$ cat src/rtl/pipeline_hazard_ctrl.sv
// rtl/pipeline_hazard_ctrl.sv - LEGv8 5-stage pipeline stall/flush/freeze sequencer
module pipeline_hazard_ctrl #(
  parameter int MEM_TIMEOUT = 16,
  parameter int CNT_W       = 32
) (
  input  logic             clk,
  input  logic             reset,
  input  logic             id_valid,
  input  logic [4:0]       id_rn,
  input  logic [4:0]       id_rm,
  input  logic             id_use_rn,
  input  logic             id_use_rm,
  input  logic             id_is_reg_br,
  input  logic             id_is_blt,
  input  logic             id_br_taken,
  input  logic [4:0]       ex_rd,
  input  logic             ex_reg_write,
  input  logic             ex_mem_read,
  input  logic             ex_update_flags,
  input  logic [4:0]       mem_rd,
  input  logic             mem_mem_read,
  input  logic             mem_access,
  input  logic             dmem_ready,
  output logic             pc_write,
  output logic             if_id_write,
  output logic             if_id_flush,
  output logic             id_ex_bubble,
  output logic             back_write,
  output logic             dmem_req,
  output logic             mem_wait,
  output logic             mem_error,
  output logic [CNT_W-1:0] stall_cycles,
  output logic [CNT_W-1:0] flush_count
);

  localparam int WC_W = $clog2(MEM_TIMEOUT + 1);
  localparam logic [WC_W-1:0] WAIT_MAX = WC_W'(MEM_TIMEOUT);

  localparam logic [0:0] ST_RUN      = 1'b0;
  localparam logic [0:0] ST_MEM_WAIT = 1'b1;

  logic [0:0]      state;
  logic [WC_W-1:0] wait_cnt;

  logic match_ex;
  logic match_mem;
  logic haz;
  logic freeze;

  // Hazard detection; X31 reads as zero so it never creates a dependency
  always_comb begin
    match_ex  = (ex_rd != 5'd31) &&
                ((id_use_rn && (id_rn == ex_rd)) || (id_use_rm && (id_rm == ex_rd)));
    match_mem = (mem_rd != 5'd31) &&
                ((id_use_rn && (id_rn == mem_rd)) || (id_use_rm && (id_rm == mem_rd)));
    haz = id_valid && (
            (ex_mem_read && match_ex) ||
            (id_is_reg_br && ex_reg_write && match_ex) ||
            (id_is_reg_br && mem_mem_read && match_mem) ||
            (id_is_blt && ex_update_flags));
    // Once the wait counter hits the limit the access is abandoned and the pipe is released
    freeze = mem_access && !dmem_ready && (wait_cnt != WAIT_MAX);
  end

  // Per-cycle pipeline register controls: reset, then freeze, then stall, then normal flow
  always_comb begin
    pc_write     = 1'b1;
    if_id_write  = 1'b1;
    back_write   = 1'b1;
    id_ex_bubble = 1'b0;
    if_id_flush  = 1'b0;
    dmem_req     = mem_access;
    if (reset) begin
      pc_write     = 1'b0;
      if_id_write  = 1'b0;
      back_write   = 1'b0;
      id_ex_bubble = 1'b1;
      if_id_flush  = 1'b1;
      dmem_req     = 1'b0;
    end else if (freeze) begin
      pc_write    = 1'b0;
      if_id_write = 1'b0;
      back_write  = 1'b0;
    end else if (haz) begin
      pc_write     = 1'b0;
      if_id_write  = 1'b0;
      id_ex_bubble = 1'b1;
    end else begin
      if_id_flush = id_valid && id_br_taken;
    end
  end

  assign mem_wait = (state == ST_MEM_WAIT);

  // Memory wait state machine with timeout and sticky error flag
  always_ff @(posedge clk) begin
    if (reset) begin
      state     <= ST_RUN;
      wait_cnt  <= '0;
      mem_error <= 1'b0;
    end else begin
      case (state)
        ST_RUN: begin
          if (freeze) begin
            state    <= ST_MEM_WAIT;
            wait_cnt <= WC_W'(1);
          end else begin
            wait_cnt <= '0;
          end
        end
        default: begin
          if (freeze) begin
            wait_cnt <= wait_cnt + WC_W'(1);
          end else begin
            state    <= ST_RUN;
            wait_cnt <= '0;
            if (mem_access && !dmem_ready) begin
              mem_error <= 1'b1;
            end
          end
        end
      endcase
    end
  end

  // Saturating performance counters for stalled and flushed cycles
  always_ff @(posedge clk) begin
    if (reset) begin
      stall_cycles <= '0;
      flush_count  <= '0;
    end else begin
      if (!pc_write && (stall_cycles != {CNT_W{1'b1}})) begin
        stall_cycles <= stall_cycles + CNT_W'(1);
      end
      if (if_id_flush && (flush_count != {CNT_W{1'b1}})) begin
        flush_count <= flush_count + CNT_W'(1);
      end
    end
  end

endmodule

$ cat config.mk
export PLATFORM = sky130hd
export DESIGN_NAME = pipeline_hazard_ctrl
export DESIGN_NICKNAME = d
export VERILOG_FILES = /design/src/rtl/pipeline_hazard_ctrl.sv
export SDC_FILE = /design/constraint.sdc
export NUM_CORES = 1
export LEC_CHECK = 0
export BUFFER_PORTS_ARGS = -buffer_cell sky130_fd_sc_hd__buf_2
export CAP_MARGIN = 25
export CELL_PAD_IN_SITES_DETAIL_PLACEMENT = 1
export CELL_PAD_IN_SITES_GLOBAL_PLACEMENT = 2
export CORE_MARGIN = 2
export CORE_UTILIZATION = 32
export CTS_BUF_LIST = sky130_fd_sc_hd__clkbuf_8
export DETAILED_ROUTE_END_ITERATION = 10
export PLACE_DENSITY = 0.85
export SLEW_MARGIN = 40
export SYNTH_ARGS = -nofsm -noshare
export SYNTH_HDL_FRONTEND = slang
export SYNTH_SLANG_ARGS = --single-unit
export TNS_END_PERCENT = 5
$ cat constraint.sdc
create_clock -name clk -period 2.5 [get_ports clk]
set_input_delay 0.125 -clock clk [delete_from_list [all_inputs] [get_ports clk]]
set_output_delay 0.125 -clock clk [all_outputs]
set_load 0.1 [all_outputs]
==> results_dict.tcl, run 1 <==
set metrics [dict create \
    antenna_found_initial 0 \
    relSlewSlack_pct 65.6 \
    max_stage_delay_ps 390 \
    path_class "reg2reg" \
    synth_common_cells "dfxtp_1, nor2_1, xnor2_1" \
    tightest_slew_ps 520 \
    routed_wirelength_um 11500 \
    h-tree-depth 3 \
    synth-edff-count 0 \
    drt_iter0_drc 132 \
    slowest_stage "dfxtp_2" \
    syn_to_final_growth_pct 27.9 \
    grt_start_max_net_pins 45 \
    syn_area_per_cell_sq_um 8.73 \
    root_buffer "clkbuf_8" \
    ys_seq_elements 71 \
    regArea_sq_um 1500 \
    cts.sinks 71 \
    cpMostUsedCell "and4_4" \
    numCtsBuffers 9 \
    fmax_mhz 416 \
    crit_family "simple AND/OR/NAND/NOR gates" \
    leakage_nw 2.27 \
    synth_seq_area_share_pct 35.2 \
    grt_first_pass_wirelength_um 18500 \
    min_period_over_period_pct 96.2 \
    worstSkewPairLatency_ps 360 \
    yosysWarnings 0 \
    async_flop_share_pct 0 \
    setup_viol 0 \
    synth_top_cell_by_area "dfxtp_1" \
    dr_total_vias 3712 \
    die_w_um 116 \
    grtUsageMet3_pct 4.10 \
    yosysUniqueCellTypes 61 \
    ios 106 \
    fin_ws_ps 95.6 \
    synthesis.nets 501 \
    grt.busiest_layer "met2" \
    postSynthCellCount 463 \
    finalHoldWorstSlack_ps 86.1 \
    drive_gt1_share_pct 40.0 \
    path_clk_slew_ps 70 \
    outcome "finished clean" \
    die_h_um 116 \
    cp-end-kind "flop" \
    crit_arrival_ps 2640 \
    grtUsageMet2_pct 28.9 \
    place_congestion 0.777 \
    cap_violations 0 \
    final_net_count 611 \
    finalNonFillerCells 750 \
    rows 41 \
    grt_pass1_vias 3825 \
    num_antenna_cells 0 \
    p_per_area_nw_per_um2 498 \
    required_ps 2730 \
    path_max_fanout 20 \
    drc 0 \
    period_minus_slack_ps 2400 \
    met1_usage_pct 21.9 \
    hold_path.class "in2reg" \
    cts_hold_buf 0 \
    startpoint_type "flop" \
    hold_violations 0 \
    dp_slack_ps 63.0 \
    synthesis.area_sq_um 4040 \
    dieArea_sq_um 13500 \
    grt_usage_pct 17.3 \
    dp_hpwl_um 8730 \
    nFillCells 1522 \
    ant_nets 0 \
    synth_area_leaders "dfxtp_1, xnor2_1, nor2_1" \
    fin_skew_ps 14.1 \
    via_per_inst 4.95 \
    synth_top_cell_area_share_pct 35.2 \
    start_util_pct 32.4 \
    ys.flop_type "dfxtp_1" \
    tritoncts "done" \
    rsz0062_at_grt "true" \
    multiInputGateArea_sq_um 2450 \
    core_area_sq_um 12500 \
    path_buf_inv 1 \
    slew_violations 0 \
    worst_ir_drop_vdd_v 0.000247 \
    cts.path.max_buffers 2 \
    routedWlPerCell_um 15.3 \
    grt-ovfl-total 0 \
    place.port_buffers 105 \
    crit_chain "and4_4 -> nand3_1 -> nor2_4 -> and4_4 -> nor4b_4 -> buf_12 -> nor3_4 -> nand4_1 -> mux2_1" \
    placed_cells 732 \
    yosysMostFrequentCell "dfxtp_1" \
    first_pass_iters 5 \
]
-- through the flow --
stage	setup TNS, ps	utilization (%)	instance area, sq um	total power [mW]
after detailed placement	0	39.4	4910	1.52
after floorplan	-1130	-	4190	1.43
after global placement	0	39.4	4910	1.51
after CTS	0	41.3	5150	2.61
after global routing	-27.1	41.5	5170	2.68
final	0	41.5	5170	2.57
-- path summary, 6_finish.rpt --
check / from / endpoint / slack [ps] / cells past startpoint
worst max-delay path: flush_count[15] / flush_count[26] / 100 / 9
worst min register to register: wait_cnt[0] / wait_cnt[0] / 500 / 1
worst min-delay path: mem_access / mem_error / 90 / 3
worst max register to register: flush_count[15] / flush_count[26] / 100 / 9
-- cell usage in the layout, fill, tap and decap left out, drive strengths merged, types with 2 or more instances in the layout --
| cell type | Yosys | layout |
|---|---|---|
| buf | 11 | 123 |
| dfxtp | 71 | 71 |
| a31oi | 3 | 3 |
| nand3 | 34 | 34 |
| clkinvlp | 0 | 3 |
| ha | 4 | 4 |
| a31o | 3 | 3 |
| a21o | 4 | 4 |
| nand2b | 3 | 3 |
| nor4 | 5 | 5 |
| nand3b | 2 | 2 |
| nor2b | 10 | 10 |
| o22ai | 2 | 2 |
| xnor2 | 42 | 42 |
| a21oi | 11 | 11 |
| nor3 | 21 | 21 |
| and2 | 6 | 6 |
| mux2 | 9 | 9 |
| bufinv | 0 | 2 |
| xor2 | 26 | 26 |
| nor2 | 69 | 69 |
| a41oi | 2 | 2 |
| and3 | 29 | 29 |
| and4 | 6 | 6 |
| o21ai | 3 | 3 |
| nand2 | 27 | 27 |
| clkbuf | 13 | 12 |
| nand4 | 26 | 26 |
| inv | 13 | 12 |
-- layer usage --
metal / up-vias / part of all wire, %
li1: 1817 / -
met1: 1808 / 47
met2: 76 / 47
met3: 11 / 5.0
met4: 0 / 1.3
met5: - / 0
-- cells by family after synthesis --
| group | share of synthesized area [%] |
|---|---|
| fa+ha+maj | 1.24 |
| xor+xnor | 14.7 |
| compound gates | 6.07 |
| buf+inv | 5.36 |
| simple gates | 34.8 |
| mux | 2.60 |
| flops | 35.2 |
-- worst reg2reg max path: stages, from the launching register on --
cell and delay [ps]:
dfxtp_2 390, and4_4 250, nand3_1 140, nor2_4 160, and4_4 270, nor4b_4 340, buf_12 230, nor3_4 90
nand4_1 100, mux2_1 320
-- layout make-up --
class	count	share of cell area, %
clock buffer	11	2.93
clock inverter	5	1.55
inverter	13	1.02
multi-input combinational	354	47.5
sequential	71	29.0
tap	172	4.16
timing repair buffer	124	13.9
-- registers in the layout, summed over array words and instances (netlist names) --
signal,cells
flush_count,32
stall_cycles,32
wait_cnt,5
mem_error,1
mem_wait,1
-- power breakdown --
part	leakage, nW	switching, mW	internal [mW]
Sequential	0.599	0.0147	1.13
Clock	0.112	0.461	0.615
Combinational	1.56	0.248	0.104
-- timing repair --
item / 4_1_cts / 5_1_grt
buffers inserted: 1 / 1
gates resized for setup: 0 / 5
pin swaps: 1 / 1
endpoints found under the setup margin: 1 / 10
Note: power is estimated with default switching activity, not from simulation.
==> inputs of run 2 (changes only) <==
CORE_UTILIZATION = 35   (was 32)
PLACE_DENSITY = 0.92   (was 0.85)
SETUP_SLACK_MARGIN = 0.05   (was not set)
clock period = 3 ns   (was 2.5 ns; I/O delays follow)
==> run 2 against run 1 <==
Die area is 8.3% lower. First-iteration DRC count rose by 28%. Routed wire length down 3.1%. Cell count is 5.3% lower. Global-route usage is 0.75 points higher. Via count down 1.9%. Largest power group unchanged.
==> results_dict.tcl, run 2 (synthesis results as in run 1) <==
set metrics [dict create \
    r2r_cells 8 \
    slew_violations 0 \
    top_regs "flush_count (32), stall_cycles (32), wait_cnt (5)" \
    tritoncts "done" \
    via_per_inst 5.13 \
    fin_skew_ps 10.6 \
    h-tree-depth 3 \
    numCtsBuffers 9 \
    finalNonFillerCells 710 \
    place_congestion 1.00 \
    start_util_pct 35.7 \
    setup_viol 0 \
    outcome "finished clean" \
    antenna_found_initial 0 \
    crit_arrival_ps 2650 \
    worst_ir_drop_vdd_v 0.000199 \
    root_buffer "clkbuf_8" \
    routed_wirelength_um 11100 \
    core_area_sq_um 11300 \
    hold_path.class "in2reg" \
    final_common_cell "buf_2" \
    min_period_over_period_pct 93.2 \
    cts_hold_buf 0 \
    tightest_slew_ps 636 \
    grt_usage_pct 18.0 \
    layout_common_cells "buf_2, nor2_1, dfxtp_1" \
    dp_hpwl_um 8290 \
    drive_gt1_share_pct 31.6 \
    drt_iter0_drc 169 \
    cts.sinks 71 \
    num_antenna_cells 0 \
    ios 106 \
    fmax_mhz 358 \
    rows 39 \
    drc 0 \
    grt_pass1_vias 3666 \
    grt_start_max_net_pins 47 \
    leakage_nw 2.19 \
    dr_total_vias 3643 \
    syn_to_final_growth_pct 20.9 \
    cts.path.max_buffers 2 \
    timing.setup.tns_ps 0 \
    startpoint_type "flop" \
    ant_nets 0 \
    first_pass_iters 4 \
    worstSkewPairLatency_ps 350 \
    required_ps 2850 \
    final_net_count 601 \
    finalHoldWorstSlack_ps 113 \
    hold_violations 0 \
    path_max_fanout 16 \
    cp-end-kind "primary output" \
    hold_path_depth 3 \
    dieArea_sq_um 12400 \
    rsz0062_at_grt "false" \
    die_w_um 111 \
    path_clk_slew_ps 70 \
    cts_resized 0 \
    die_h_um 111 \
    cap_violations 0 \
    routedWlPerCell_um 15.7 \
    relSlewSlack_pct 57.5 \
    path_class "reg2out" \
    place.port_buffers 105 \
    total_power_mw 2.07 \
    grt-ovfl-total 0 \
    post_cts_buffers 0 \
    p_per_area_nw_per_um2 424 \
    placed_cells 695 \
    period_minus_slack_ps 2800 \
    grt_first_pass_wirelength_um 18400 \
]
## run 2: cell types whose count changed in the layout (fill, tap and decap cells not counted), sizes merged
cell	previous run	this run
clkbuf	12	10
inv	12	13
clkinv	1	2
buf	123	114
clkinvlp	3	1
## run 2: final timing paths
path | start | to | slack (ps)
worst max-delay path | wait_cnt[0] | pc_write | 200
worst min-delay path | mem_access | mem_error | 110
worst max register to register | stall_cycles[10] | stall_cycles[29] | 410
worst min register to register | mem_error | mem_error | 510
## run 2: metal layers
metal  vias up  global-route usage [%]  part of all wire [%]
met4         0                    5.68                   1.1
met3         7                    4.03                   4.6
li1       1804                       -                     -
met2        82                    30.6                    48
met1      1750                    22.9                    46
met5         -                       0                     0
## run 2: layout make-up
cell class | count | area, sq um
fill | 1398 | 6430
timing repair buffer | 114 | 593
sequential | 71 | 1430
clock buffer | 10 | 138
tap | 143 | 179
multi-input combinational | 354 | 2420
inverter | 13 | 52.6
clock inverter | 5 | 73.8
## run 2: critical path, cell delays in order (launching register included)
cell	delay (ps)
dfxtp_1	340
inv_1	70
ha_1	140
nor4bb_1	260
nand3b_1	300
nor2b_4	230
o21ai_2	190
buf_4	280
clkinvlp_4	80
buf_2	410
## run 2: per-stage QoR
stage	setup slack, ps	utilization [%]	cell area (sq um)
after floorplan	35.3	-	4070
after global placement	300	41.2	4670
after detailed placement	379	41.3	4680
after CTS	174	43.2	4890
after global routing	61.0	43.2	4890
final	203	43.2	4890
## run 2: report_power, final
| part | internal, mW | switching (mW) | total (mW) |
|---|---|---|---|
| Sequential | 0.951 | 0.0122 | 0.963 |
| Combinational | 0.0718 | 0.202 | 0.274 |
| Clock | 0.481 | 0.356 | 0.836 |
